## config.mk

```make
export PLATFORM = sky130hd
export DESIGN_NAME = contador_programa
export DESIGN_NICKNAME = d
export VERILOG_FILES = /design/src/rtl/contador_programa.sv
export SDC_FILE = /design/constraint.sdc
export NUM_CORES = 1
export LEC_CHECK = 0
export BUFFER_PORTS_ARGS = -buffer_cell sky130_fd_sc_hd__buf_2
export CELL_PAD_IN_SITES_DETAIL_PLACEMENT = 1
export CELL_PAD_IN_SITES_GLOBAL_PLACEMENT = 1
export CORE_ASPECT_RATIO = 0.7
export CORE_MARGIN = 2
export CORE_UTILIZATION = 30
export DETAILED_ROUTE_END_ITERATION = 8
export PLACE_DENSITY = 0.75
export SYNTH_ARGS = -nofsm -noshare
export SYNTH_HDL_FRONTEND = slang
export SYNTH_SLANG_ARGS = --single-unit
```

## constraint.sdc

```tcl
create_clock -name clk -period 2.25 [get_ports clk]
set_input_delay 0.45 -clock clk [delete_from_list [all_inputs] [get_ports clk]]
set_output_delay 0.45 -clock clk [all_outputs]
set_load 0.1 [all_outputs]
```

## src/rtl/contador_programa.sv

```systemverilog
// Program counter / fetch sequencer feeding the instruction memory address.
// Sequences sequential fetch, stall, absolute jump, signed relative branch,
// halt/resume and out-of-range detection. All outputs are registered.
module contador_programa #(
    parameter int                ADDR_W     = 5,
    parameter int                OFF_W      = 16,
    parameter logic [ADDR_W-1:0] START_ADDR = '0,
    parameter bit                WRAP_EN    = 1'b1
) (
    input  logic              clk,
    input  logic              reset,
    input  logic              stall,
    input  logic              branch,
    input  logic [OFF_W-1:0]  branch_off,
    input  logic              jump,
    input  logic [ADDR_W-1:0] jump_addr,
    input  logic              halt,
    input  logic              resume,
    output logic [ADDR_W-1:0] direinstru,
    output logic              fetch_valid,
    output logic              halted,
    output logic              fault
);

    // Wide enough that neither a negative result nor a carry past the top
    // address can be lost before the range check.
    localparam int SUM_W = ADDR_W + OFF_W + 1;

    typedef enum logic [1:0] {
        BOOT = 2'd0,
        RUN  = 2'd1,
        HALT = 2'd2
    } state_t;

    state_t            state, state_nx;
    logic [ADDR_W-1:0] dir_nx;
    logic              fv_nx;
    logic              halted_nx;
    logic              fault_nx;

    logic [SUM_W-1:0]  addend;
    logic [SUM_W-1:0]  target;
    logic              out_of_range;
    logic              range_fault;

    // Target address: sign-extended branch offset in RUN when branching,
    // otherwise +1 (sequential fetch and resume both advance by one word).
    always_comb begin
        if (state == RUN && branch) begin
            addend = {{(ADDR_W+1){branch_off[OFF_W-1]}}, branch_off};
        end else begin
            addend = {{(SUM_W-1){1'b0}}, 1'b1};
        end
        target       = {{(OFF_W+1){1'b0}}, direinstru} + addend;
        // Negative (sign bit) or beyond the top address (any bit above ADDR_W).
        out_of_range = target[SUM_W-1] | (|target[SUM_W-2:ADDR_W]);
        range_fault  = !WRAP_EN && out_of_range;
    end

    // Next-state and next-output decode; every target defaulted to "hold".
    // NOTE: combinational logic uses blocking '=' and assigns every output a
    // default first, so no path leaves a value unassigned and no latch forms.
    always_comb begin
        state_nx  = state;
        dir_nx    = direinstru;
        fv_nx     = fetch_valid;
        halted_nx = halted;
        fault_nx  = fault;
        unique case (state)
            BOOT: begin
                // Memory load cycle: controls ignored, address held.
                state_nx  = RUN;
                fv_nx     = 1'b1;
                halted_nx = 1'b0;
            end
            RUN: begin
                if (halt) begin
                    state_nx  = HALT;
                    fv_nx     = 1'b0;
                    halted_nx = 1'b1;
                end else if (stall) begin
                    // Any jump/branch seen with stall is dropped, not queued.
                    fv_nx = 1'b0;
                end else if (jump) begin
                    dir_nx = jump_addr;
                    fv_nx  = 1'b1;
                end else if (range_fault) begin
                    state_nx  = HALT;
                    fv_nx     = 1'b0;
                    halted_nx = 1'b1;
                    fault_nx  = 1'b1;
                end else begin
                    dir_nx = target[ADDR_W-1:0];
                    fv_nx  = 1'b1;
                end
            end
            HALT: begin
                fv_nx     = 1'b0;
                halted_nx = 1'b1;
                if (resume && !halt) begin
                    if (fault) begin
                        // Recover from a fault by restarting the program.
                        state_nx  = BOOT;
                        dir_nx    = START_ADDR;
                        halted_nx = 1'b0;
                        fault_nx  = 1'b0;
                    end else if (range_fault) begin
                        // Resuming past the top address faults again.
                        fault_nx = 1'b1;
                    end else begin
                        // Held instruction was already consumed: skip it.
                        state_nx  = RUN;
                        dir_nx    = target[ADDR_W-1:0];
                        fv_nx     = 1'b1;
                        halted_nx = 1'b0;
                    end
                end
            end
            default: begin
                state_nx  = BOOT;
                dir_nx    = START_ADDR;
                fv_nx     = 1'b0;
                halted_nx = 1'b0;
                fault_nx  = 1'b0;
            end
        endcase
    end

    // State and output registers with asynchronous active-low reset.
    // NOTE: sequential state uses non-blocking '<=' so every register samples
    // the pre-edge values; the reset sits in the sensitivity list to act
    // without a clock.
    always_ff @(posedge clk or negedge reset) begin
        if (!reset) begin
            state       <= BOOT;
            direinstru  <= START_ADDR;
            fetch_valid <= 1'b0;
            halted      <= 1'b0;
            fault       <= 1'b0;
        end else begin
            state       <= state_nx;
            direinstru  <= dir_nx;
            fetch_valid <= fv_nx;
            halted      <= halted_nx;
            fault       <= fault_nx;
        end
    end

endmodule

```

==> impl_results.md, run 1 <==
- CTS buffer count: 3
- Ys async rst share: 1.000
- Ant. Diodes: 0
- Setup TNS: 0 ns
- Critical path arrival: 2.25 ns
- Clock Path Buffers: 2
- Congestion Overflow GR: 0
- Total track usage: 0.1620
- Hold Crit Class: primary input to async pin
- # clock sinks: 9
- Critical Setup Path Class: flip-flop to flip-flop
- Worst skew pair latency: 0.24 ns
- Post-synthesis sequential area ratio: 0.2830
- Filler Cell Count: 305
- WL/cell: 14.62 um
- First-pass GRT wire length: 3574 um
- Hold Vio Cnt, Final: 0
- RePlAce Congestion: 0.6897
- Hold Buf Count CTS: 0
- Largest net degree at the start of global routing: 16
- Final setup vio count: 0
- CP required: 2.37 ns
- RSZ-0062 raised after global routing: false
- Post-synthesis cell area: 795.8 um2
- Root Driver: clkbuf_8
- Mapped Avg Cell Area: 9.362 um2
- Detailed-route DRC error count: 0
- Drt total wl: 2091 um
- Status: completed
- Post-DP HPWL: 1730 um
- Max Clock Skew: 0.002502 ns
- Mapped Nets: 123
- Synth Register Bits: 9
- Die area: 3087 um2
- Via Count: 702
- Share of cells above drive strength 1: 0.3394
- Worst path cell trace: inv_2, ha_1, buf_6, and3_1, ha_1, a21oi_1, and3b_1, mux2i_1, a22o_2
- Initial core utilization: 0.3188
- H-tree depth: 1
- Primary FF master, synth: dfrtp_1
- Vias in the first global route: 716
- Vias/cell: 4.909
- Critical Path Sink Type: flip-flop
- Power Dens Cells: 1456 nW/um2
- Critical path launch point type: flip-flop
- CTS clk-pin slew, worst paths: 0.05 ns
- Critical path peak fanout: 15
- Die width: 65.56 um
- Leak: 0.5330 nW
- Die H: 47.09 um
- Minimum clock period after layout: 2.130 ns
- Hold_ws: 0.06309 ns
- MaxCap Viol Count: 0
- Max Slew Vio Count: 0
- Synth Instances: 85
- Peak Freq: 469.4 MHz
- Initial antenna violation count: 0
- P&R area growth vs syn: 24.21%
- Number of I/O pins: 36
- Slowest cell on the critical path: dfrtp_1
- Floorplan row count: 15
- TritonCTS clock tree: built
- Initial drt markers: 47
- Count of flip-flops with a built-in enable after synthesis: 0
- IR drop worst, VDD: 0.6069 mV
- First-pass DRT Iterations: 4
- CP max stage delay: 0.40 ns
- YS warnings: 0
- Crit path top cell by count: ha_1
- Core box area: 2496 um2
- Final period util: 0.9468
- Routed Antenna Nets: 0
- IO Port Bufs: 23
- Final net count: 148
- Netlist cell types: 35
power breakdown:
part	switching, mW	total (mW)	internal, mW	leakage (nW)
registers	0.0531	0.276	0.223	0.119
clock network	0.0693	0.193	0.124	0.0228
logic	0.684	0.970	0.286	0.392
cells in the final DEF, fill, tap and decap left out, types with 2 or more instances in the layout:
master,count
xor2_1,2
buf_2,23
o21bai_1,2
mux2_2,3
clkbuf_8,3
mux2i_1,3
nor2_1,2
inv_1,2
nand3_1,3
a21oi_1,7
ha_1,9
nand2_1,7
and3_1,4
dfrtp_1,9
a22oi_1,2
o31ai_1,2
nand2b_1,6
flip-flops by register name, summed over array words and instances (netlist names):
register and cells:
direinstru 5, fetch_valid 1, halted 1, state 2
final timing paths:
kind | start | endpoint | slack [ns] | depth (start not counted)
min in group clk | direinstru[0] | direinstru[0] | 0.51 | 2
hold reg to reg | direinstru[0] | direinstru[0] | 0.51 | 2
hold / removal | reset | direinstru[2] | 0.06 | 1
max in group asynchronous | reset | state[1] | 2.00 | 1
setup reg to reg | state[1] | direinstru[4] | 0.12 | 9
setup / recovery | state[1] | direinstru[4] | 0.12 | 9
cell usage after synthesis, types with 2 or more instances:
| library cell | instances | area share |
|---|---|---|
| nand2_1 | 7 | 0.033 |
| a21oi_1 | 7 | 0.044 |
| nand3_1 | 3 | 0.019 |
| a22oi_1 | 2 | 0.019 |
| nand2b_1 | 6 | 0.047 |
| xor2_1 | 2 | 0.022 |
| o31ai_1 | 2 | 0.019 |
| and3_1 | 4 | 0.031 |
| ha_1 | 9 | 0.14 |
| clkbuf_1 | 2 | 0.0094 |
| nor2_1 | 2 | 0.0094 |
| inv_1 | 3 | 0.014 |
| mux2i_1 | 3 | 0.038 |
| dfrtp_1 | 9 | 0.28 |
| mux2_2 | 3 | 0.042 |
| o21bai_1 | 2 | 0.019 |
final cells by class:
type	instances	area, um2	area share
Multi-Input combinational cell	68	530.5	0.5367
Sequential cell	9	225.2	0.2278
Timing Repair Buffer	25	133.9	0.1354
Clock buffer	4	45.04	0.04557
Tap cell	34	42.54	0.04304
Inverter	3	11.26	0.01139
cells by family after synthesis:
| group | count (synthesis) | share of synthesized area |
|---|---|---|
| mux | 6 | 0.08019 |
| simple gates | 26 | 0.1777 |
| buf+inv | 8 | 0.05346 |
| flops | 9 | 0.2830 |
| fa+ha+maj | 10 | 0.1667 |
| compound gates | 23 | 0.2123 |
| other cells | 1 | 0.004712 |
| xor+xnor | 2 | 0.02202 |
worst max-delay path: cells and delay by family, from the launching register on:
kind | cells | cell delay [ns]
flops | 1 | 0.40
buf+inv | 2 | 0.24
mux | 1 | 0.08
fa+ha+maj | 2 | 0.54
simple gates | 2 | 0.35
compound gates | 2 | 0.41
stage by stage:
stage	setup slack [ns]	util	total power [mW]	instances	instance area (um2)
6_report	0.1196	0.3960	1.439	143	988.4
5_1_grt	0.003894	0.3960	1.555	143	988.4
4_1_cts	0.02954	0.3935	1.441	143	982.2
3_5_place_dp	0.03872	0.3754	1.238	139	937.1
3_3_place_gp	0.07018	0.3754	1.189	139	937.1
2_1_floorplan	0.008298	-	1.068	85	808.3
timing repair:
item | in CTS | in global routing
hold endpoints to repair | 0 | 0
setup buffers | 0 | 0
setup endpoints to repair | 0 | 3
resized for setup | 0 | 3
routing by layer:
metal	global-route usage	routed length, um	vias to the layer above
li1	-	-	350
met4	0.05000	12	0
met2	0.2429	918	19
met5	0	0	-
met3	0.05276	110	2
met1	0.2251	1050	331
Power figures use the tool's default switching activity.
==> run 2: changes to the inputs <==
CORE_MARGIN = unset   (was 2)
==> run 2 against run 1 <==
Effect of this change: count of clock-buffer cells in the layout unchanged; clock power about the same; worst hold slack improved by 0.0012 ns; critical endpoint is now direinstru[2]; final cell count increased by 0.70%; global-route usage decreased by 0.33 points; maximum frequency increased by 0.92%.
==> impl_results.md, run 2 (synthesis results as in run 1) <==
- Congestion Overflow GR: 0 (unchanged)
- Core box area: 2477 um2 (-0.75%)
- Sw Share: 0.5532 (-0.007094)
- Power Dens Cells: 1430 nW/um2 (-1.7%)
- Clock Path Buffers: 2 (unchanged)
- Max Clock Skew: 0.001453 ns (-0.001049 ns)
- Dpl cells: 139 (unchanged)
- Critical path peak fanout: 4 (-11)
- IO Port Bufs: 23 (unchanged)
- Pwr Total: 1.455 mW (+1.1%)
- First-pass DRT Iterations: 4 (unchanged)
- Peak Freq: 473.7 MHz (+0.92%)
- Floorplan row count: 15 (unchanged)
- Buffers plus inverters on the worst setup path: 1 (-1)
- Hold Buf Count CTS: 0 (unchanged)
- Hold Crit Class: primary input to async pin
- Hold_ws: 0.06432 ns (+0.001238 ns)
- Leak: 0.5313 nW (-0.33%)
- Non-Filler Instances: 144 (+0.70%)
- # clock sinks: 9 (unchanged)
- Max Slew Vio Count: 0 (unchanged)
- Post-DP HPWL: 1712 um (-1.0%)
- Initial core utilization: 0.3212 (+0.002415)
- CTS buffer count: 3 (unchanged)
- First-pass GRT wire length: 3305 um (-7.5%)
- Max reg flops: 5 (unchanged)
- Vias/cell: 4.903 (-0.13%)
- Commonest non-fill, non-tap cell in the layout: buf_2
- CP top delay family: adder cells
- H-tree depth: 1 (unchanged)
- Routed Antenna Nets: 0 (unchanged)
- Crit path depth: 9 (unchanged)
- Combinational fraction of design power: 0.677 (+0.003)
- Slowest cell on the critical path: dfrtp_1
- Critical Setup Path Class: flip-flop to flip-flop
- CP max stage delay: 0.41 ns (about the same)
- Vias in the first global route: 670 (-6.4%)
- Minimum clock period after layout: 2.111 ns (-0.01937 ns)
- Most frequent cells in the layout: 23 x buf_2, 9 x dfrtp_1, 7 x nand2_1, 7 x a21oi_1
- TritonCTS clock tree: built
- Detailed-route DRC error count: 0 (unchanged)
- Critical path arrival: 2.23 ns (-0.02 ns)
- R2R cell count: 9 (unchanged)
- Pint: 0.6500 mW (+2.7%)
- RePlAce Congestion: 0.7265 (+5.3%)
- Clk network pwr share: 0.131 (-0.003)
- Number of I/O pins: 36 (unchanged)
- P&R area growth vs syn: 27.83%
- Ant. Diodes: 0 (unchanged)
- MaxCap Viol Count: 0 (unchanged)
- Die width: 63.56 um (-3.1%)
- WL/cell: 14.63 um (about the same)
- Status: completed
- Die area: 2866 um2 (-7.2%)
- Worst path cell trace: inv_2, ha_2, nand3b_1, ha_2, fa_2, xor2_2, o211ai_1, a211oi_1, a21o_2
- CP required: 2.37 ns (about the same)
- Drt total wl: 2107 um (+0.77%)
- Initial antenna violation count: 0 (unchanged)
- Final period util: 0.9382 (-0.008608)
- IR drop worst, VDD: 0.6790 mV (+12%)
- Critical Path Sink Type: flip-flop
- Final setup vio count: 0 (unchanged)
- Crit path top cell by count: ha_2
- Via Count: 706 (+0.57%)
- Switching pwr: 0.8047 mW (-0.17%)
- Final design utilization: 0.4106 (+0.01462)
- Sequential power share: 0.192 (about the same)
- Final net count: 149 (+0.68%)
- CTS clk-pin slew, worst paths: 0.05 ns (about the same)
- Critical path launch point type: flip-flop
- Largest net degree at the start of global routing: 16 (unchanged)
- Largest Register: direinstru
- Die H: 45.09 um (-4.2%)
- Biggest registers after layout: direinstru (5), state (2)
- Share of cells above drive strength 1: 0.3818 (+0.04237)
- Root Driver: clkbuf_8
- Hold Vio Cnt, Final: 0 (unchanged)
- Total track usage: 0.1587 (-0.003257)
- Initial drt markers: 21 (-55%)
- Worst skew pair latency: 0.23 ns (about the same)
## run 2: through the flow
stage	cell area (um2)	setup TNS (ns)	worst slack [ns]
2_1_floorplan	808.3	0	0.008298
3_3_place_gp	937.1	0	0.06901
3_5_place_dp	937.1	0	0.02206
4_1_cts	982.2	0	0.009491
5_1_grt	1017	-0.01968	-0.01968
6_report	1017	0	0.1390
## run 2: worst paths after layout
check	startpoint	end	slack [ns]
min in group clk	direinstru[0]	direinstru[0]	0.53
setup / recovery	state[1]	direinstru[2]	0.14
hold / removal	reset	direinstru[1]	0.06
max in group asynchronous	reset	direinstru[4]	2.00
hold reg to reg	direinstru[0]	direinstru[0]	0.53
setup reg to reg	state[1]	direinstru[2]	0.14
## run 2: power by group through the flow
stage | Sequential, mW | Combinational, mW | Clock [mW]
after floorplan | 0.559 | 0.509 | 0
after global placement | 0.271 | 0.915 | 0
after detailed placement | 0.281 | 0.952 | 0
after CTS | 0.278 | 0.956 | 0.198
after global routing | 0.292 | 1.07 | 0.205
final | 0.279 | 0.985 | 0.190
## run 2: repair_timing
action,in CTS,in global routing
resized for setup,0,6
setup buffers,0,1
setup endpoints to repair,0,3
## run 2: area by class of cell
| cell class | instances | area [um2] |
|---|---|---|
| fill | 307 | 1460 |
| multi-input combinational | 68 | 555.5 |
| sequential | 9 | 225.2 |
| timing repair buffer | 26 | 137.6 |
| clock buffer | 4 | 45.04 |
| tap | 34 | 42.54 |
| inverter | 3 | 11.26 |
## run 2: layer usage
layer / global-route usage / vias up / wire length [um]
met5: 0 / - / 0
met4: 0.04091 / 0 / 8
met3: 0.05303 / 2 / 96
met2: 0.2298 / 16 / 927
met1: 0.2257 / 334 / 1075
li1: - / 354 / -
